**config.mk**
```make
export PLATFORM = sky130hd
export DESIGN_NAME = seg_cnt_mux
export DESIGN_NICKNAME = d
export VERILOG_FILES = /design/src/rtl/seg_pkg.sv /design/src/rtl/seg_decoder.sv /design/src/rtl/seg_cnt_mux.sv
export SDC_FILE = /design/constraint.sdc
export NUM_CORES = 1
export LEC_CHECK = 0
export CAP_MARGIN = 0
export CORE_MARGIN = 8
export CORE_UTILIZATION = 35
export DETAILED_ROUTE_END_ITERATION = 10
export PLACE_DENSITY = 0.6
export SYNTH_ARGS = -nofsm -noshare
export SYNTH_HDL_FRONTEND = slang
export SYNTH_HIERARCHICAL = 1
export SYNTH_SLANG_ARGS = --single-unit
```
**constraint.sdc**
```tcl
create_clock -name clk -period 3.51 [get_ports clk]
set_input_delay 0.702 -clock clk [delete_from_list [all_inputs] [get_ports clk]]
set_output_delay 0.702 -clock clk [all_outputs]
set_load 0.05 [all_outputs]
```
**src/rtl/seg_pkg.sv**
```systemverilog
// Shared constants for the segment counter/display: radix values, the blank
// pattern and the active-low gfedcba code table for hex digits 0..F.
package seg_pkg;

    localparam int BASE_BCD = 10;
    localparam int BASE_HEX = 16;

    localparam logic [6:0] SEG_BLANK = 7'b1111111;

    // Index 0 is the rightmost entry; bit 6 = g, bit 0 = a, low = lit.
    localparam logic [15:0][6:0] SEG_TABLE = {
        7'b0001110,  // F
        7'b0000110,  // E
        7'b0100001,  // d
        7'b0100111,  // c
        7'b0000011,  // b
        7'b0100000,  // A
        7'b0010000,  // 9
        7'b0000000,  // 8
        7'b1011000,  // 7
        7'b0000010,  // 6
        7'b0010010,  // 5
        7'b0011001,  // 4
        7'b0110000,  // 3
        7'b0100100,  // 2
        7'b1111001,  // 1
        7'b1000000   // 0
    };

endpackage

```
**src/rtl/seg_decoder.sv**
```systemverilog
// Combinational 4-bit digit to active-low 7-segment pattern.
module seg_decoder
    import seg_pkg::*;
(
    input  logic [3:0] digit,
    output logic [6:0] seg
);

    assign seg = SEG_TABLE[digit];

endmodule

```
**src/rtl/seg_cnt_mux.sv**
```systemverilog
// Multi-digit BCD/hex up/down counter with a time-multiplexed 7-segment driver.
// A single decoder is shared by all positions through the scan mux.
module seg_cnt_mux
    import seg_pkg::*;
#(
    parameter int DIGITS   = 4,
    parameter int BASE     = 10,
    parameter int TICK_DIV = 1,
    parameter int SCAN_DIV = 4
) (
    input  logic                  clk,
    input  logic                  rst,
    input  logic                  en,
    input  logic                  up,
    input  logic                  load,
    input  logic [4*DIGITS-1:0]   load_val,
    output logic [4*DIGITS-1:0]   value,
    output logic                  wrap,
    output logic [DIGITS-1:0]     an,
    output logic [6:0]            seg
);

    localparam int PW = (TICK_DIV > 1) ? $clog2(TICK_DIV) : 1;
    localparam int SW = (SCAN_DIV > 1) ? $clog2(SCAN_DIV) : 1;
    localparam int IW = (DIGITS > 1) ? $clog2(DIGITS) : 1;

    localparam logic [3:0]    DIGIT_TOP  = 4'(BASE - 1);
    localparam logic [PW-1:0] PRESC_LAST = PW'(TICK_DIV - 1);
    localparam logic [SW-1:0] SCAN_LAST  = SW'(SCAN_DIV - 1);
    localparam logic [IW-1:0] IDX_LAST   = IW'(DIGITS - 1);

    logic [PW-1:0]       presc;
    logic [SW-1:0]       scan_cnt;
    logic [IW-1:0]       idx;
    logic                step;
    logic [4*DIGITS-1:0] next_value;
    logic [4*DIGITS-1:0] load_sat;
    logic                roll;
    logic [3:0]          cur_digit;
    logic [6:0]          dec_seg;

    assign step = en && (presc == PRESC_LAST);

    // Ripple carry/borrow across digits; roll is the carry out of the top digit.
    always_comb begin : count_next
        logic       c;
        logic [3:0] d;
        next_value = value;
        c          = 1'b1;
        d          = 4'd0;
        for (int i = 0; i < DIGITS; i++) begin
            d = value[4*i +: 4];
            if (c) begin
                if (up) begin
                    if (d == DIGIT_TOP) begin
                        next_value[4*i +: 4] = 4'd0;
                    end else begin
                        next_value[4*i +: 4] = d + 4'd1;
                        c = 1'b0;
                    end
                end else begin
                    if (d == 4'd0) begin
                        next_value[4*i +: 4] = DIGIT_TOP;
                    end else begin
                        next_value[4*i +: 4] = d - 4'd1;
                        c = 1'b0;
                    end
                end
            end
        end
        roll = c;
    end

    // Clamping on load keeps every stored BCD digit in 0..9.
    always_comb begin : load_clamp
        load_sat = load_val;
        for (int i = 0; i < DIGITS; i++) begin
            if ((BASE == BASE_BCD) && (load_val[4*i +: 4] > 4'd9)) begin
                load_sat[4*i +: 4] = 4'd9;
            end
        end
    end

    always_ff @(posedge clk) begin
        if (rst) begin
            value <= '0;
            presc <= '0;
            wrap  <= 1'b0;
        end else if (load) begin
            value <= load_sat;
            presc <= '0;
            wrap  <= 1'b0;
        end else begin
            wrap <= 1'b0;
            if (en) begin
                presc <= (presc == PRESC_LAST) ? '0 : presc + 1'b1;
            end
            if (step) begin
                value <= next_value;
                wrap  <= roll;
            end
        end
    end

    // Scan timing is independent of counting and loading.
    always_ff @(posedge clk) begin
        if (rst) begin
            scan_cnt <= '0;
            idx      <= '0;
        end else if (scan_cnt == SCAN_LAST) begin
            scan_cnt <= '0;
            idx      <= (idx == IDX_LAST) ? '0 : idx + 1'b1;
        end else begin
            scan_cnt <= scan_cnt + 1'b1;
        end
    end

    always_comb begin : digit_mux
        cur_digit = 4'd0;
        for (int i = 0; i < DIGITS; i++) begin
            if (IW'(i) == idx) begin
                cur_digit = value[4*i +: 4];
            end
        end
    end

    seg_decoder u_dec (
        .digit (cur_digit),
        .seg   (dec_seg)
    );

    always_ff @(posedge clk) begin
        if (rst) begin
            an  <= '1;
            seg <= SEG_BLANK;
        end else begin
            an  <= ~(DIGITS'(1) << idx);
            seg <= dec_seg;
        end
    end

endmodule

```
# Word level (Yosys, flattened, before mapping)
# Memory sizes are Yosys's and may differ from the RTL's. A register that Yosys moved wholly into a read port is not among the register bits.
# Cells that the tools add are included.
classes:
  eq_ne: 9
  reduce_logical: 16
  mux: 41
  order_cmp: 4
  n_shift: 1
  bitwise: 4
  n_addsub: 11
ops:
  columns: ["cell", "count"]
  rows:
  - ["$mux 4", 23]
  - ["$mux 16", 2]
  - ["$add 4x1->4 const B", 4]
  - ["$eq 4x4->1 const B", 4]
  - ["$gt 4x4->1 const B", 4]
  - ["$logic_not 4->1", 4]
  - ["$sub 4x1->4 const B", 4]
  - ["$mux 1", 15]
  - ["$reduce_bool 2->1", 4]
  - ["$reduce_and 2->1", 3]
  - ["$add 2x1->2 const B", 2]
  - ["$eq 2x2->1 const A", 2]
  - ["$eq 2x2->1 const B", 2]
  - ["$not 4->4", 1]
  - ["$reduce_or 2->1", 2]
  - ["$reduce_or 4->1", 1]
  - ["$shl 1x2->4 const A", 1]
  - ["$not 1->1", 3]
  - ["$eq 1x2->1 const A", 1]
  - ["$logic_not 2->1", 1]
  - ["$mux 2", 1]
  - ["$add 1x1->1 const B", 1]
  - ["$logic_and 1x1->1", 1]
word_totals:
  output_inout_bits: 28
  mem_bits_ro: 112
  regBits: 26
  memories: 1
mem_list:
  columns: ["name", "words", "word_bits", "read_ports", "rd_clocked_by_memory_dff", "wr", "line_no", "rtl"]
  rows:
  - ["(no name shown)", 16, 7, 1, 1, 0, "seg_decoder.sv:9", "assign seg = SEG_TABLE[digit];"]

# Longest topological paths before layout
logic_depth:
  word_depth: 8
  depth_mapped: 12
  mapped_depth_nobuf: 12

# By module
# Netlist, hierarchy kept.
modules_own_cells:
  columns: ["mod", "cells_per_inst", "n_inst", "area_each_um2", "seq_area_each_um2"]
  rows:
  - ["seg_cnt_mux", 274, 1, 2185.8, 640.6]
  - ["seg_decoder", 32, 1, 224.0, 0.0]

# Worst setup path after synthesis
# No wires, ideal clock.
synth_path:
  path_kind: "register to register"
  start: "reg value[4]"
  end: "reg seg[0]"
  synth_period_minus_slack_ns: 2.910
  setup_ns: 0.123
  path_slack_ns: 0.600
  path_stages_with_launch: 10
  arrival_time_ns: 2.787
  t_required_ns: 3.387
  path_cell_list: "dfxtp_1 clkbuf_1 nand2_1 a21oi_1 a21oi_1 o21ai_0 inv_1 ha_1 mux4_2 or2_2"
synth_via:
  elab_chain_cells: 3
synth_lines:
  columns: ["item", "line_no", "rtl"]
  rows:
  - ["from (decl)", "seg_cnt_mux.sv:17", "output logic [4*DIGITS-1:0] value,"]
  - ["from (signal assigned)", "seg_cnt_mux.sv:90", "value <= load_sat;"]
  - ["from (signal assigned)", "seg_cnt_mux.sv:99", "value <= next_value;"]
  - ["$mux 4 (3 in a row)", "seg_cnt_mux.sv:121", "if (IW'(i) == idx) begin"]
  - ["net cur_digit[0]", "seg_cnt_mux.sv:39", "logic [3:0] cur_digit;"]
  - ["to (decl)", "seg_cnt_mux.sv:20", "output logic [6:0] seg"]
# The timed path passes the listed nets, and every way through them passes these cells.
# A chain may end at the register's enable or synchronous reset.

# Worst setup path after layout
layout_path:
  start: "reg idx[1]"
  end: "reg seg[1]"
layout_via:
  elab_chain_cells: 5
  elab_cells_between_ends: 8
layout_lines:
  columns: ["item", "line_no", "rtl"]
  rows:
  - ["from (decl)", "seg_cnt_mux.sv:34", "logic [IW-1:0] idx;"]
  - ["from (signal assigned)", "seg_cnt_mux.sv:112", "idx <= (idx == IDX_LAST) ? '0 : idx + 1'b1;"]
  - ["$logic_not 2->1", "seg_cnt_mux.sv:121", null]
  - ["$mux 4 (3 in a row)", "seg_cnt_mux.sv:121", null]
  - ["$mux 4 *", "seg_cnt_mux.sv:121", null]
  - ["net cur_digit[0]", "seg_cnt_mux.sv:39", null]
# The timed path passes the listed nets; every way through them passes the cells marked *.

==> out/qor.txt <==
DR WL/cell -> 14.7 µm
Sink Count -> 32
GPL Wtd Cong -> 0.865
Post-synth net total -> 338
Post-CTS setup buffer count -> 0
Ratio of cells with drive above 1 in the final layout -> 0.126
Die area -> 9800 µm²
Row count -> 30
Vias in the first global route -> 2253
Fill count -> 675
Largest net degree at the start of global routing -> 31
Unrepaired setup endpoints after global routing -> no
Congestion Overflow GR -> 0
Ports -> 49
HP Class -> flop to flop
Maximum VDD drop -> 0.143 mV
Critical path arrival -> 3.23 ns
Clock network fraction of total power -> 0.330
Top FF cell, synth -> dfxtp_1
Sw Pwr -> 0.000400 W
Clk_lat worst skew -> 0.28 ns
DP Wirelength -> 4470 µm
#FFs+latches synth -> 32
Register share of total power -> 0.357
Initial DRC Count -> 115
Setup Skew -> 0.00445 ns
Resized cells post-CTS -> 0
CTS tree -> built
Crit Path Class -> flop to flop
Int Pwr -> 0.000796 W
Final Max Tran Viols -> 0
Seq/Total Area, Yosys -> 0.266
# diodes -> 0
Worst-Margin Slew -> 0.728 ns
Hold buffers post-CTS -> 0
PwrDens -> 397 nW/µm²
Post-place setup slack -> 0.534 ns
Root Driver -> clkbuf_8
Routed WL -> 6220 µm
Final Hold Fails -> 0
Post-Layout Inst Area -> 3020 µm²
Chip width -> 99.0 µm
Routed Antenna Nets -> 0
DR vias/cell -> 5.34
Chip height -> 99.0 µm
Logic pwr share -> 0.312
Warnings, synthesis -> 6
Synthesized area -> 2410 µm²
FMAX -> 327 MHz
Final setup fails -> 0
Final period util -> 0.871
Sum of negative setup slack -> 0 ns
DP Area -> 2890 µm²
TritonCTS buffer count -> 5
Htree depth -> 2
CP Launch Type -> flop
Most common cell after layout, fill and taps aside -> clkdlybuf4s50_1
Vias -> 2254
Initial core utilization -> 0.359
Crit. End Element -> flop
Slew HR -> 0.509
Initial antenna violation count -> 0
Status -> finished, final reports clean
Mapped Cells -> 306
Clock transition at path regs -> 0.07 ns
Gr usage total -> 0.134
Fin nets -> 373
CORE AREA -> 6720 µm²
Synth-to-Final Area Change -> 25.2%
Leak Pwr -> 1.09 nW
Clk buf depth -> 2
Initial DRT Pass Iterations -> 4
Critical Path Fanout Max -> 9
Sw frac -> 0.335
Final worst path period need -> 3.06 ns
Most frequent cells in the layout -> clkdlybuf4s50_1, dfxtp_1, nor2_1, o21ai_0, nand2_1
Post-synth EDFFs -> 0
Number of max-cap violations -> 0
CP required -> 3.68 ns
Buffers on Ports -> 48
Fraction of registers with async set/reset -> 0
Setup WS post-layout -> 0.453 ns
Average size of a mapped cell -> 7.88 µm²
Global-route wire length before repair -> 11000 µm
Unique cell type count in the Yosys netlist -> 58
DRC viols -> 0
[flip-flops by register name, summed over array words and instances (netlist names)]
| name | flops |
|---|---|
| value | 16 |
| seg | 7 |
| an | 4 |
| idx | 2 |
| scan_cnt | 2 |
| wrap | 1 |
[power by group through the flow]
stage          logic, W  clock network (W)  registers (W)
2_1_floorplan  0.000204                  0       0.000498
3_3_place_gp   0.000370                  0       0.000436
3_5_place_dp   0.000374                  0       0.000437
4_1_cts        0.000376           0.000405       0.000428
5_1_grt        0.000410           0.000420       0.000434
6_report       0.000374           0.000395       0.000428
[logic make-up (layout without fill, tap and decap cells)]
| logic type | Yosys count | after routing | share of synthesized area |
|---|---|---|---|
| XOR/XNOR | 9 | 9 | 0.0327 |
| adder cells (fa/ha/maj) | 11 | 11 | 0.0571 |
| flip-flops | 32 | 32 | 0.266 |
| multiplexers | 7 | 7 | 0.0353 |
| buffers and inverters | 41 | 77 | 0.0883 |
| AO/OA/AOI/OAI | 87 | 87 | 0.231 |
| AND/OR/NAND/NOR | 119 | 119 | 0.290 |
[cells in the mapped netlist (4+ instances only)]
| cell type | count | area [µm²] |
|---|---|---|
| a21oi_1 | 20 | 100 |
| a221oi_1 | 8 | 70.1 |
| and3_1 | 4 | 25.0 |
| buf_2 | 8 | 40.0 |
| buf_6 | 5 | 56.3 |
| clkbuf_1 | 13 | 48.8 |
| dfxtp_1 | 32 | 641 |
| ha_1 | 11 | 138 |
| inv_1 | 10 | 37.5 |
| mux2i_1 | 4 | 40.0 |
| nand2_1 | 27 | 101 |
| nand2b_1 | 9 | 56.3 |
| nand3b_1 | 7 | 52.6 |
| nor2_1 | 29 | 109 |
| nor3_1 | 8 | 40.0 |
| o21ai_0 | 28 | 140 |
| o21ai_1 | 5 | 25.0 |
| o22ai_1 | 6 | 37.5 |
| or2_2 | 8 | 50.1 |
| xnor2_1 | 8 | 70.1 |
[metrics by stage]
stage                     instances  power, W   util  hold WS, ns
after global placement          414  0.000806  0.430        0.414
after global routing            422   0.00126  0.449        0.473
after floorplan                 306  0.000701      -        0.404
final                           422   0.00120  0.449        0.429
after CTS                       422   0.00121  0.449        0.433
after detailed placement        414  0.000810  0.430        0.423
[path summary, 6_finish.rpt]
path | from | endpoint | slack (ns) | cells past startpoint
max | idx[1] | seg[1] | 0.45 | 12
min | scan_cnt[0] | scan_cnt[0] | 0.43 | 1
max reg2reg | idx[1] | seg[1] | 0.45 | 12
min reg2reg | scan_cnt[0] | scan_cnt[0] | 0.43 | 1
[critical path, stage by stage, from the launching register on]
cell and delay (ns):
dfxtp_1 0.38, inv_1 0.08, ha_1 0.27, nand3b_1 0.19, a21oi_1 0.15, a21oi_1 0.05, o21ai_0 0.59, inv_1 0.20
ha_1 0.33, nand2b_1 0.09, o21ai_1 0.09, a32o_2 0.26, or2_2 0.26
[cell type report]
class                   count  area (µm²)  area share
multi-input cells         233        1560       0.516
flip-flops and latches     32         641       0.212
repair buffers             57         548       0.182
well taps                  80         100      0.0332
clock buffers               7        96.3      0.0319
inverters                  12        45.0      0.0149
clock inverters             1        30.0     0.00995
[metal layers]
layer  up-vias  wire length (µm)  part of all wire  global-route usage
li1       1151                 -                 -                   -
met3         6               305             0.049              0.0338
met2        50              2800              0.45               0.220
met1      1047              3050              0.49               0.168
met4         0                70             0.011              0.0378
met5         -                 0                 0                   0
Power figures use the tool's default switching activity.
